### src/rtl/duck_pkg.sv
// Shared definitions for the duck-hunt cursor/trigger path.
//   trig_state_t     : trigger FSM encoding, also driven out on trig_state
//   POS_W            : width of an absolute screen coordinate
//   SCREEN_*         : playfield bounds and center, shared with the cursor block
package duck_pkg;

    typedef enum logic [1:0] {
        READY    = 2'd0,
        COOLDOWN = 2'd1,
        EMPTY    = 2'd2
    } trig_state_t;

    localparam int POS_W = 10;

    localparam int SCREEN_X_MIN    = 10;
    localparam int SCREEN_X_MAX    = 629;
    localparam int SCREEN_Y_MIN    = 10;
    localparam int SCREEN_Y_MAX    = 399;
    localparam int SCREEN_X_CENTER = 320;
    localparam int SCREEN_Y_CENTER = 240;

endpackage

### src/rtl/mouse_tracker_if.sv
// Relative mouse report channel (valid/ready handshake).
//   report_valid   : report present (master -> slave)
//   report_ready   : slave can accept a report (slave -> master)
//   report_dx/dy   : signed deltas, dy positive means down
//   report_buttons : bit0 left, bit1 right, bit2 middle
interface mouse_tracker_if;

    logic       report_valid;
    logic       report_ready;
    logic [7:0] report_dx;
    logic [7:0] report_dy;
    logic [7:0] report_buttons;

    modport master (
        output report_valid,
        output report_dx,
        output report_dy,
        output report_buttons,
        input  report_ready
    );

    modport slave (
        input  report_valid,
        input  report_dx,
        input  report_dy,
        input  report_buttons,
        output report_ready
    );

endinterface

### src/rtl/mouse_tracker_axis_accum.sv
// One screen axis: accumulates signed deltas into an absolute position,
// saturating to [MIN, MAX], with a recenter override.
//   frame_clk, Reset : clock, asynchronous active-high reset (pos -> CENTER)
//   accept           : apply delta this cycle
//   recenter         : jump to CENTER (wins over accept)
//   delta            : signed 8-bit movement
//   pos              : current absolute position
module axis_accum
    import duck_pkg::*;
#(
    parameter int MIN         = SCREEN_X_MIN,
    parameter int MAX         = SCREEN_X_MAX,
    parameter int CENTER      = SCREEN_X_CENTER,
    parameter int SPEED_SHIFT = 0
) (
    input  logic              frame_clk,
    input  logic              Reset,
    input  logic              accept,
    input  logic              recenter,
    input  logic signed [7:0] delta,
    output logic [POS_W-1:0]  pos
);

    // 13 bits holds 1023 + (127 << 3) and -(128 << 3) without overflow.
    localparam int SUM_W = 13;

    logic        [POS_W-1:0] pos_q, pos_d;
    logic signed [SUM_W-1:0] step_s;
    logic signed [SUM_W-1:0] sum_s;

    function automatic logic [POS_W-1:0] clamp_pos(input logic signed [SUM_W-1:0] v);
        if (v < $signed(SUM_W'(MIN))) begin
            return POS_W'(MIN);
        end
        if (v > $signed(SUM_W'(MAX))) begin
            return POS_W'(MAX);
        end
        return v[POS_W-1:0];
    endfunction

    always_comb begin
        step_s = SUM_W'(delta) <<< SPEED_SHIFT;
        sum_s  = $signed({{(SUM_W-POS_W){1'b0}}, pos_q}) + step_s;
        pos_d  = pos_q;
        if (recenter) begin
            pos_d = POS_W'(CENTER);
        end else if (accept) begin
            pos_d = clamp_pos(sum_s);
        end
    end

    always_ff @(posedge frame_clk or posedge Reset) begin
        if (Reset) begin
            pos_q <= POS_W'(CENTER);
        end else begin
            pos_q <= pos_d;
        end
    end

    assign pos = pos_q;

endmodule

### src/rtl/mouse_tracker.sv
// Converts relative mouse reports into absolute cursor coordinates and runs
// the trigger: left-click edge detection, shot cooldown and shell count.
//   Reset, frame_clk : asynchronous active-high reset, frame clock
//   rpt              : report channel (slave side), ready = !freeze
//   freeze           : hold position, refuse reports, block trigger
//   recenter         : jump to center (wins over an accepted report)
//   reload           : refill shells; leaves EMPTY for READY
//   mouseX/mouseY    : absolute position, zero-extended
//   mouseButton      : last accepted button byte
//   shot             : one-cycle pulse per fired shot
//   shells_left      : remaining shells
//   trig_state       : 0 READY, 1 COOLDOWN, 2 EMPTY
module mouse_tracker #(
    parameter int X_CENTER    = duck_pkg::SCREEN_X_CENTER,
    parameter int Y_CENTER    = duck_pkg::SCREEN_Y_CENTER,
    parameter int X_MIN       = duck_pkg::SCREEN_X_MIN,
    parameter int X_MAX       = duck_pkg::SCREEN_X_MAX,
    parameter int Y_MIN       = duck_pkg::SCREEN_Y_MIN,
    parameter int Y_MAX       = duck_pkg::SCREEN_Y_MAX,
    parameter int SPEED_SHIFT = 0,
    parameter int SHELLS      = 3,
    parameter int COOLDOWN    = 8
) (
    input  logic                  Reset,
    input  logic                  frame_clk,
    mouse_tracker_if.slave        rpt,
    input  logic                  freeze,
    input  logic                  recenter,
    input  logic                  reload,
    output logic [31:0]           mouseX,
    output logic [31:0]           mouseY,
    output logic [7:0]            mouseButton,
    output logic                  shot,
    output logic [1:0]            shells_left,
    output logic [1:0]            trig_state
);

    localparam int          CNT_W      = $clog2(COOLDOWN + 1);
    localparam logic [1:0]  SHELLS_MAX = 2'(SHELLS);

    logic                       accept;
    logic                       left_rise;
    logic [duck_pkg::POS_W-1:0] x_pos, y_pos;

    logic [7:0]                 btn_q, btn_d;
    logic                       prev_left_q, prev_left_d;
    duck_pkg::trig_state_t      state_q, state_d;
    logic [CNT_W-1:0]           cnt_q, cnt_d;
    logic [1:0]                 shells_q, shells_d;
    logic                       shot_q, shot_d;
    logic [1:0]                 shells_base;

    // Ready drops while Reset is held as well, since Reset is asynchronous.
    assign rpt.report_ready = !freeze && !Reset;
    assign accept           = rpt.report_valid && rpt.report_ready;
    assign left_rise        = accept && rpt.report_buttons[0] && !prev_left_q;

    axis_accum #(
        .MIN(X_MIN), .MAX(X_MAX), .CENTER(X_CENTER), .SPEED_SHIFT(SPEED_SHIFT)
    ) u_x (
        .frame_clk(frame_clk),
        .Reset    (Reset),
        .accept   (accept),
        .recenter (recenter),
        .delta    ($signed(rpt.report_dx)),
        .pos      (x_pos)
    );

    axis_accum #(
        .MIN(Y_MIN), .MAX(Y_MAX), .CENTER(Y_CENTER), .SPEED_SHIFT(SPEED_SHIFT)
    ) u_y (
        .frame_clk(frame_clk),
        .Reset    (Reset),
        .accept   (accept),
        .recenter (recenter),
        .delta    ($signed(rpt.report_dy)),
        .pos      (y_pos)
    );

    // Button byte and the left-button history only move on acceptance, so a
    // held button across refused/idle cycles never looks like a new press.
    always_comb begin
        btn_d       = btn_q;
        prev_left_d = prev_left_q;
        if (accept) begin
            btn_d       = rpt.report_buttons;
            prev_left_d = rpt.report_buttons[0];
        end
    end

    always_comb begin
        state_d     = state_q;
        cnt_d       = cnt_q;
        shells_d    = shells_q;
        shot_d      = 1'b0;
        // A same-cycle reload refills before the shot is taken.
        shells_base = reload ? SHELLS_MAX : shells_q;
        unique case (state_q)
            duck_pkg::READY: begin
                if (left_rise && !freeze && shells_q != 2'd0) begin
                    shot_d   = 1'b1;
                    shells_d = shells_base - 2'd1;
                    cnt_d    = CNT_W'(COOLDOWN - 1);
                    state_d  = (shells_base == 2'd1) ? duck_pkg::EMPTY
                                                     : duck_pkg::COOLDOWN;
                end else if (reload) begin
                    shells_d = SHELLS_MAX;
                end
            end
            duck_pkg::COOLDOWN: begin
                // Presses here are dropped; the counter ignores freeze.
                if (reload) begin
                    shells_d = SHELLS_MAX;
                end
                if (cnt_q == '0) begin
                    state_d = duck_pkg::READY;
                end else begin
                    cnt_d = cnt_q - 1'b1;
                end
            end
            duck_pkg::EMPTY: begin
                if (reload) begin
                    shells_d = SHELLS_MAX;
                    state_d  = duck_pkg::READY;
                end
            end
            default: begin
                state_d = duck_pkg::READY;
            end
        endcase
    end

    always_ff @(posedge frame_clk or posedge Reset) begin
        if (Reset) begin
            btn_q       <= 8'd0;
            prev_left_q <= 1'b0;
            state_q     <= duck_pkg::READY;
            cnt_q       <= '0;
            shells_q    <= SHELLS_MAX;
            shot_q      <= 1'b0;
        end else begin
            btn_q       <= btn_d;
            prev_left_q <= prev_left_d;
            state_q     <= state_d;
            cnt_q       <= cnt_d;
            shells_q    <= shells_d;
            shot_q      <= shot_d;
        end
    end

    assign mouseX      = 32'(x_pos);
    assign mouseY      = 32'(y_pos);
    assign mouseButton = btn_q;
    assign shot        = shot_q;
    assign shells_left = shells_q;
    assign trig_state  = state_q;

endmodule

### src/flat_wrapper.sv
// flat-port wrapper written by rule: the top's interface ports become plain ports
module mouse_tracker_flat 
#(
    parameter int X_CENTER    = duck_pkg::SCREEN_X_CENTER,
    parameter int Y_CENTER    = duck_pkg::SCREEN_Y_CENTER,
    parameter int X_MIN       = duck_pkg::SCREEN_X_MIN,
    parameter int X_MAX       = duck_pkg::SCREEN_X_MAX,
    parameter int Y_MIN       = duck_pkg::SCREEN_Y_MIN,
    parameter int Y_MAX       = duck_pkg::SCREEN_Y_MAX,
    parameter int SPEED_SHIFT = 0,
    parameter int SHELLS      = 3,
    parameter int COOLDOWN    = 8
)
  (Reset, frame_clk, freeze, recenter, reload, mouseX, mouseY, mouseButton, shot, shells_left, trig_state, rpt_report_valid, rpt_report_dx, rpt_report_dy, rpt_report_buttons, rpt_report_ready);
  mouse_tracker_if rpt_i ();
  input  logic Reset;
  input  logic frame_clk;
  input  logic freeze;
  input  logic recenter;
  input  logic reload;
  output logic [31:0] mouseX;
  output logic [31:0] mouseY;
  output logic [7:0] mouseButton;
  output logic shot;
  output logic [1:0] shells_left;
  output logic [1:0] trig_state;
  input wire logic [$bits(rpt_i.report_valid)-1:0] rpt_report_valid;
  input wire logic [$bits(rpt_i.report_dx)-1:0] rpt_report_dx;
  input wire logic [$bits(rpt_i.report_dy)-1:0] rpt_report_dy;
  input wire logic [$bits(rpt_i.report_buttons)-1:0] rpt_report_buttons;
  output wire logic [$bits(rpt_i.report_ready)-1:0] rpt_report_ready;
  assign rpt_i.report_valid = rpt_report_valid;
  assign rpt_i.report_dx = rpt_report_dx;
  assign rpt_i.report_dy = rpt_report_dy;
  assign rpt_i.report_buttons = rpt_report_buttons;
  assign rpt_report_ready = rpt_i.report_ready;
  mouse_tracker #(.X_CENTER(X_CENTER), .Y_CENTER(Y_CENTER), .X_MIN(X_MIN), .X_MAX(X_MAX), .Y_MIN(Y_MIN), .Y_MAX(Y_MAX), .SPEED_SHIFT(SPEED_SHIFT), .SHELLS(SHELLS), .COOLDOWN(COOLDOWN)) u_core (.Reset(Reset), .frame_clk(frame_clk), .rpt(rpt_i), .freeze(freeze), .recenter(recenter), .reload(reload), .mouseX(mouseX), .mouseY(mouseY), .mouseButton(mouseButton), .shot(shot), .shells_left(shells_left), .trig_state(trig_state));
endmodule
### config.mk
export PLATFORM = sky130hd
export DESIGN_NAME = mouse_tracker_flat
export DESIGN_NICKNAME = d
export VERILOG_FILES = /design/src/rtl/duck_pkg.sv /design/src/rtl/mouse_tracker_if.sv /design/src/rtl/mouse_tracker_axis_accum.sv /design/src/rtl/mouse_tracker.sv /design/src/flat_wrapper.sv
export SDC_FILE = /design/constraint.sdc
export NUM_CORES = 1
export LEC_CHECK = 0
export CORE_ASPECT_RATIO = 0.6
export CORE_UTILIZATION = 53
export CTS_BUF_LIST = sky130_fd_sc_hd__clkbuf_2 sky130_fd_sc_hd__clkbuf_4 sky130_fd_sc_hd__clkbuf_8
export CTS_CLUSTER_DIAMETER = 50
export CTS_CLUSTER_SIZE = 16
export DETAILED_ROUTE_END_ITERATION = 10
export GPL_TIMING_DRIVEN = 0
export PLACE_DENSITY = 0.95
export SYNTH_ARGS = -nofsm -noshare
export SYNTH_HDL_FRONTEND = slang
export SYNTH_HIERARCHICAL = 1
export SYNTH_SLANG_ARGS = --single-unit
### constraint.sdc
create_clock -name frame_clk -period 7.5 [get_ports frame_clk]
set_clock_uncertainty 0.1 [all_clocks]
set_input_delay 1.125 -clock frame_clk [delete_from_list [all_inputs] [get_ports frame_clk]]
set_output_delay 1.125 -clock frame_clk [all_outputs]
set_load 0.01 [all_outputs]
# Yosys cells after proc, flatten, opt, wreduce, memory -nomap -nowiden
# Index checks and enable logic that the tools add are counted.
dict set report word_totals {
  elab_cells 80
  input_bits 30
  ff_bits 38
  output_inout_bits 78
}
dict set report classes {
  eq_ne 7
  n_lt_le_gt_ge 4
  n_addsub 4
  reduce_logical 18
  muxes 39
}
# op n
set op_table {}
lappend op_table {{$mux 10} 12}
lappend op_table {{$add 11x8->12} 2}
lappend op_table {{$lt 12x5->1 const B} 2}
lappend op_table {{$mux 1} 16}
lappend op_table {{$gt 12x10->1 const B} 1}
lappend op_table {{$gt 12x11->1 const B} 1}
lappend op_table {{$mux 2} 6}
lappend op_table {{$mux 4} 2}
lappend op_table {{$pmux 4 s2} 1}
lappend op_table {{$reduce_bool 2->1} 4}
lappend op_table {{$logic_and 1x1->1} 6}
lappend op_table {{$pmux 2 s3} 1}
lappend op_table {{$reduce_and 3->1} 2}
lappend op_table {{$eq 2x1->1 const B} 2}
lappend op_table {{$logic_not 4->1} 1}
lappend op_table {{$ne 2x1->1 const B} 2}
lappend op_table {{$ne 2x2->1 const B} 2}
lappend op_table {{$pmux 2 s2} 1}
lappend op_table {{$sub 4x1->4 const B} 1}
lappend op_table {{$logic_not 1->1} 3}
lappend op_table {{$eq 2x2->1 const B} 1}
lappend op_table {{$logic_not 2->1} 1}
lappend op_table {{$reduce_or 2->1} 1}
lappend op_table {{$sub 2x1->2 const B} 1}

# Longest topological paths before layout
dict set report depth {
  word_depth 12
  depth_mapped 11
  mapped_depth_nobuf 11
}

# Modules after synthesis
# The synthesis kept the hierarchy.
# mod n_inst area_each_um2 cells_per_inst seq_area_each_um2
set by_module_without_submodules {}
lappend by_module_without_submodules {mouse_tracker 1 1253.7 128 427.9}
lappend by_module_without_submodules {{axis_accum at u_core.u_x} 1 1202.4 132 252.7}
lappend by_module_without_submodules {{axis_accum at u_core.u_y} 1 1091.0 128 255.2}

# Worst setup path after synthesis
# Ideal clock, no wire load.
dict set report synth_path {
  kind {input -> register}
  startpoint {input rpt_report_dy[0]}
  endpoint {register u_core.u_y.pos_q[4], in the netlist u_core/u_y/pos[4]}
  path_buffers 0
  setup_time_ns 0.084
  path_slack_ns 4.063
  t_required_ns 7.316
  path_stages 11
  arrival_time_ns 3.253
  path_cell_list {ha_1 inv_1 fa_1 nor2b_2 o2111a_1 a211oi_1 xor2_1 nor4b_2 nor3_1 nor3_2 a221o_1}
}
dict set report synth_via {
  elab_chain_cells 10
  elab_cells_between_ends 15
  classes_between {add/sub: 1; order compare: 2; mux: 12}
}
# item line_no
set synth_lines {}
lappend synth_lines {{start: declaration} flat_wrapper.sv:29} ;# input wire logic [$bits(rpt_i.report_dy)-1:0] rpt_report_dy;
lappend synth_lines {{$add 11x8->12 *} mouse_tracker_axis_accum.sv:43} ;# sum_s = $signed({{(SUM_W-POS_W){1'b0}}, pos_q}) + step_s;
lappend synth_lines {{$gt 12x10->1} mouse_tracker_axis_accum.sv:35} ;# if (v > $signed(SUM_W'(MAX))) begin
lappend synth_lines {{$mux 1 (2 in series)} mouse_tracker_axis_accum.sv:35}
lappend synth_lines {{$mux 1} mouse_tracker_axis_accum.sv:47} ;# end else if (accept) begin
lappend synth_lines {{$mux 1} mouse_tracker_axis_accum.sv:45} ;# if (recenter) begin
lappend synth_lines {{$mux 10} mouse_tracker_axis_accum.sv:38} ;# return v[POS_W-1:0];
lappend synth_lines {{$mux 10 *} mouse_tracker_axis_accum.sv:35}
lappend synth_lines {{$mux 10 *} mouse_tracker_axis_accum.sv:47}
lappend synth_lines {{$mux 10 *} mouse_tracker_axis_accum.sv:45}
lappend synth_lines {{end signal: assignment} mouse_tracker_axis_accum.sv:54} ;# pos_q <= POS_W'(CENTER);
lappend synth_lines {{end signal: assignment} mouse_tracker_axis_accum.sv:56} ;# pos_q <= pos_d;
lappend synth_lines {{end: declaration} mouse_tracker_axis_accum.sv:27} ;# logic [POS_W-1:0] pos_q, pos_d;
# Mark *: on every way between the ends. The rest lies on a longest branch, timed or not. The select of a mux whose other input is x is not followed.
# A chain may end at the register's enable or synchronous reset.

# Final worst setup path
# Ends and elaborated chain as after synthesis.

==> qor.yml <==
timing.fmax_ghz: 0.252
startpoint_of_the_most_critical_register_to_register_path: "u_core/u_y/pos[0]"
synth.area.mux_share: 0.0254
worst_hold_path_type: "reg2reg"
synth.area.top_cells: "sky130_fd_sc_hd__dfrtp_1, sky130_fd_sc_hd__ha_1, sky130_fd_sc_hd__buf_4, sky130_fd_sc_hd__dfstp_2, sky130_fd_sc_hd__inv_1"
clk_latency_ns: 0.30
critical-path-slowest-cell: "sky130_fd_sc_hd__clkdlybuf4s50_1"
power_per_cell_area_mw_per_mm2: 160
design.final.nets: 561
hold_crit_depth: 1
min_delay_worst_endpoint: "u_core/mouseButton[4]"
dp_hpwl_um: 6960
yosys.area_share.simple: 0.146
die_w_um: 108
fin_hold_viols: 0
clockRootBuffer: "sky130_fd_sc_hd__clkbuf_8"
drtAntennaViolNets: 0
gpl.final_weighted_congestion: 0.891
fin_tns_setup_ns: 0
peakVddDrop_uv: 128
post_synth_edffs: 0
cpLargestDelayFamily: "simple AND/OR/NAND/NOR gates"
floorplan.core_area_mm2: 0.00628
synth_fa_ha_area_frac: 0.110
critical_path.cell_chain: "clkdlybuf4s50_1 > ha_1 > inv_1 > fa_1 > nor2b_2 > o2111a_1 > a211oi_1 > xor2_1 > nor4b_2 > nor3_1 > nor3_2 > a221o_1"
cts_setup_buffers: 0
yosys_register_bits: 37
grt_setup_unrepaired: "no"
p_total_uw: 730
crit-reg2reg-capture: "u_core/u_y/pos[4]"
initial_utilization: 0.565
slew_headroom: 0.572
ys.flop_type: "sky130_fd_sc_hd__dfrtp_1"
ys_types: 82
worstSetupStartpointType: "primary input"
synth_top_cell_area_share: 0.205
grt_pass1_wl_um: 14000
async_flop_share: 1.00
antenna_cells: 0
mostFrequentLayoutCell: "sky130_fd_sc_hd__clkdlybuf4s50_1"
combinational_family_with_the_most_area_after_synthesis: "compound AO/OA/AOI/OAI gates"
finalInstanceArea_mm2: 0.00456
worst_ep_required_time_ns: 7.61
final-instance-count-excl-fill: 586
number_of_buffers_inserted_for_hold_repair_after_clock_tree_synthesis: 0
syn_area_per_cell_um2: 9.14
number_of_sinks_handled_by_clock_tree_synthesis: 37
synthXorXnorAreaFrac: 0.0515
syn-instance-count: 388
worstPathBufferInverterCount: 2
dr.first_iter.drc_count: 230
routed_wirelength_um: 8560
post-route-period-util: 0.528
drc: 0
die_area_mm2: 0.00703
placedInstanceArea_mm2: 0.00444
tritoncts_clock_tree: "built"
worstMarginPinSlew_ns: 0.642
cp_slowest_stage_delay_ns: 0.48
fillCellCount: 472
worstHoldStart: "u_core/mouseButton[4]"
synth_compound_area_frac: 0.259
maximum_number_of_pins_on_one_net_before_global_route_repair: 18
design.portCount: 108
timing_max_transition_violations_final: 0
worst-endpoint-arrival_ns: 4.08
leakagePower_nw: 2.06
groute.usage.overall: 0.257
vias_per_cell: 5.40
cts_max_path_buffers: 2
finalSetupViolCount: 0
worstSetupPathType: "in2reg"
chipHeight_um: 65.4
cts-htree-levels: 2
synth-warning-count: 6
synth_area_leader_cell: "sky130_fd_sc_hd__dfrtp_1"
synth-seq-area-share: 0.264
drv.max_cap_violation_count: 0
port_buffers: 63
antenna_found_initial: 0
placement_rows: 22
path_max_fanout: 4
drive_above_1_share: 0.213
reg2reg_depth: 11
routed-via-count: 3167
final.min_clock_period_ns: 3.96
global_route.overflow_total: 0
final_cell_mix: "sky130_fd_sc_hd__clkdlybuf4s50_1, sky130_fd_sc_hd__buf_4, sky130_fd_sc_hd__conb_1"
worstSetupEndpointType: "register"
netlist_area_mm2: 0.00355
drt-wirelength-per-cell_um: 14.6
number_of_detailed_routing_iterations_run_before_antenna_repair: 5
r2r_setup_slack_ns: 4.41
placed_cells: 578
cts_made_buffers: 5
grt_pass1_vias: 2945
status: "complete, no violations"
post_cts_clock_slew_at_the_launch_and_capture_registers_of_the_worst_setup_and_hold_paths_ns: 0.07
post_cts_resize_count: 0
area_growth_syn_to_layout_pct: 28.7
## power breakdown
| part | leakage, nW | internal (mW) | switching [mW] | total [mW] |
|---|---|---|---|---|
| logic | 1.54 | 0.142 | 0.156 | 0.298 |
| registers | 0.454 | 0.226 | 0.0243 | 0.250 |
| clock network | 0.0619 | 0.112 | 0.0704 | 0.182 |
## state kept, by name (all words and copies together), names as in the netlist
signal and flops:
u_core/shells_left 2, u_core/cnt_q 4, u_core/u_y/pos 10, u_core/trig_state 2, u_core/u_x/pos 10, u_core/mouseButton 8
u_core/shot 1
## cell families after synthesis
family / count (synthesis)
simple gates: 93
mux: 8
other cells: 1
fa+ha+maj: 30
buf+inv: 85
compound gates: 114
flops: 37
xor+xnor: 20
## worst register-to-register path, cell delays in order, from the launching register on
cell and delay (ns):
sky130_fd_sc_hd__dfrtp_1 0.41, sky130_fd_sc_hd__ha_1 0.23, sky130_fd_sc_hd__inv_1 0.07, sky130_fd_sc_hd__fa_1 0.42
sky130_fd_sc_hd__nor2b_2 0.21, sky130_fd_sc_hd__o2111a_1 0.19, sky130_fd_sc_hd__a211oi_1 0.06, sky130_fd_sc_hd__xor2_1 0.17
sky130_fd_sc_hd__nor4b_2 0.19, sky130_fd_sc_hd__nor3_1 0.46, sky130_fd_sc_hd__nor3_2 0.13, sky130_fd_sc_hd__a221o_1 0.36
## Yosys cell counts, types with 3 or more instances
library cell               instances
sky130_fd_sc_hd__a32o_1            3
sky130_fd_sc_hd__buf_2             5
sky130_fd_sc_hd__clkbuf_1          3
sky130_fd_sc_hd__nand4_1           3
sky130_fd_sc_hd__inv_1            28
sky130_fd_sc_hd__nand3_1           6
sky130_fd_sc_hd__dfstp_2           8
sky130_fd_sc_hd__o31a_1            3
sky130_fd_sc_hd__ha_1             28
sky130_fd_sc_hd__o21bai_1          3
sky130_fd_sc_hd__o31ai_1           3
sky130_fd_sc_hd__nand2_1          16
sky130_fd_sc_hd__a21oi_1          20
sky130_fd_sc_hd__and3_1            3
sky130_fd_sc_hd__a211oi_1         10
sky130_fd_sc_hd__nor2b_1           5
sky130_fd_sc_hd__nand2b_1          9
sky130_fd_sc_hd__xnor2_1           7
sky130_fd_sc_hd__o21a_1            4
sky130_fd_sc_hd__mux2_2            8
sky130_fd_sc_hd__o21ai_0          18
sky130_fd_sc_hd__xor2_1           12
sky130_fd_sc_hd__nor2_1           26
sky130_fd_sc_hd__a21o_1            6
sky130_fd_sc_hd__buf_4            45
sky130_fd_sc_hd__dfrtp_1          29
sky130_fd_sc_hd__nor3_1            5
## area by class of cell
cell class,instances,area [um^2],area share
clock buffer,7,90.1,0.0197
timing repair buffer,63,631,0.138
clock inverter,1,30.0,0.00658
inverter,28,105,0.0230
multi-input combinational,309,2260,0.496
buffer,57,404,0.0885
sequential,37,936,0.205
tap,84,105,0.0230
## metal layers
metal / global-route usage / vias to the layer above / wire length [um] / part of all wire
met5: 0 / - / 0 / 0
met4: 0.0668 / 0 / 85 / 0.0099
met3: 0.0437 / 8 / 607 / 0.071
met2: 0.435 / 129 / 4030 / 0.47
met1: 0.341 / 1493 / 3840 / 0.45
li1: - / 1537 / - / -
## metrics by stage
step / worst slack [ns] / utilization / hold slack [ns]
CTS: 3.54 / 0.727 / 0.414
global placement: 3.41 / 0.708 / 0.387
global route: 3.32 / 0.727 / 0.421
floorplan: 4.06 / - / 0.436
finish: 3.54 / 0.727 / 0.416
detailed placement: 3.29 / 0.708 / 0.399
## worst max-delay path by stage
stage                                 from           endpoint  slack (ns)  depth (start not counted)
after floorplan           rpt_report_dy[0]  u_core/u_y/pos[4]        4.06                         11
after global placement    rpt_report_dy[0]  u_core/u_y/pos[4]        3.41                         12
after detailed placement  rpt_report_dx[0]  u_core/u_x/pos[8]        3.29                         11
after CTS                 rpt_report_dy[0]  u_core/u_y/pos[4]        3.54                         12
after global routing      rpt_report_dy[0]  u_core/u_y/pos[3]        3.32                         11
final                     rpt_report_dy[0]  u_core/u_y/pos[4]        3.54                         12
Note: power is estimated with default switching activity, not from simulation.
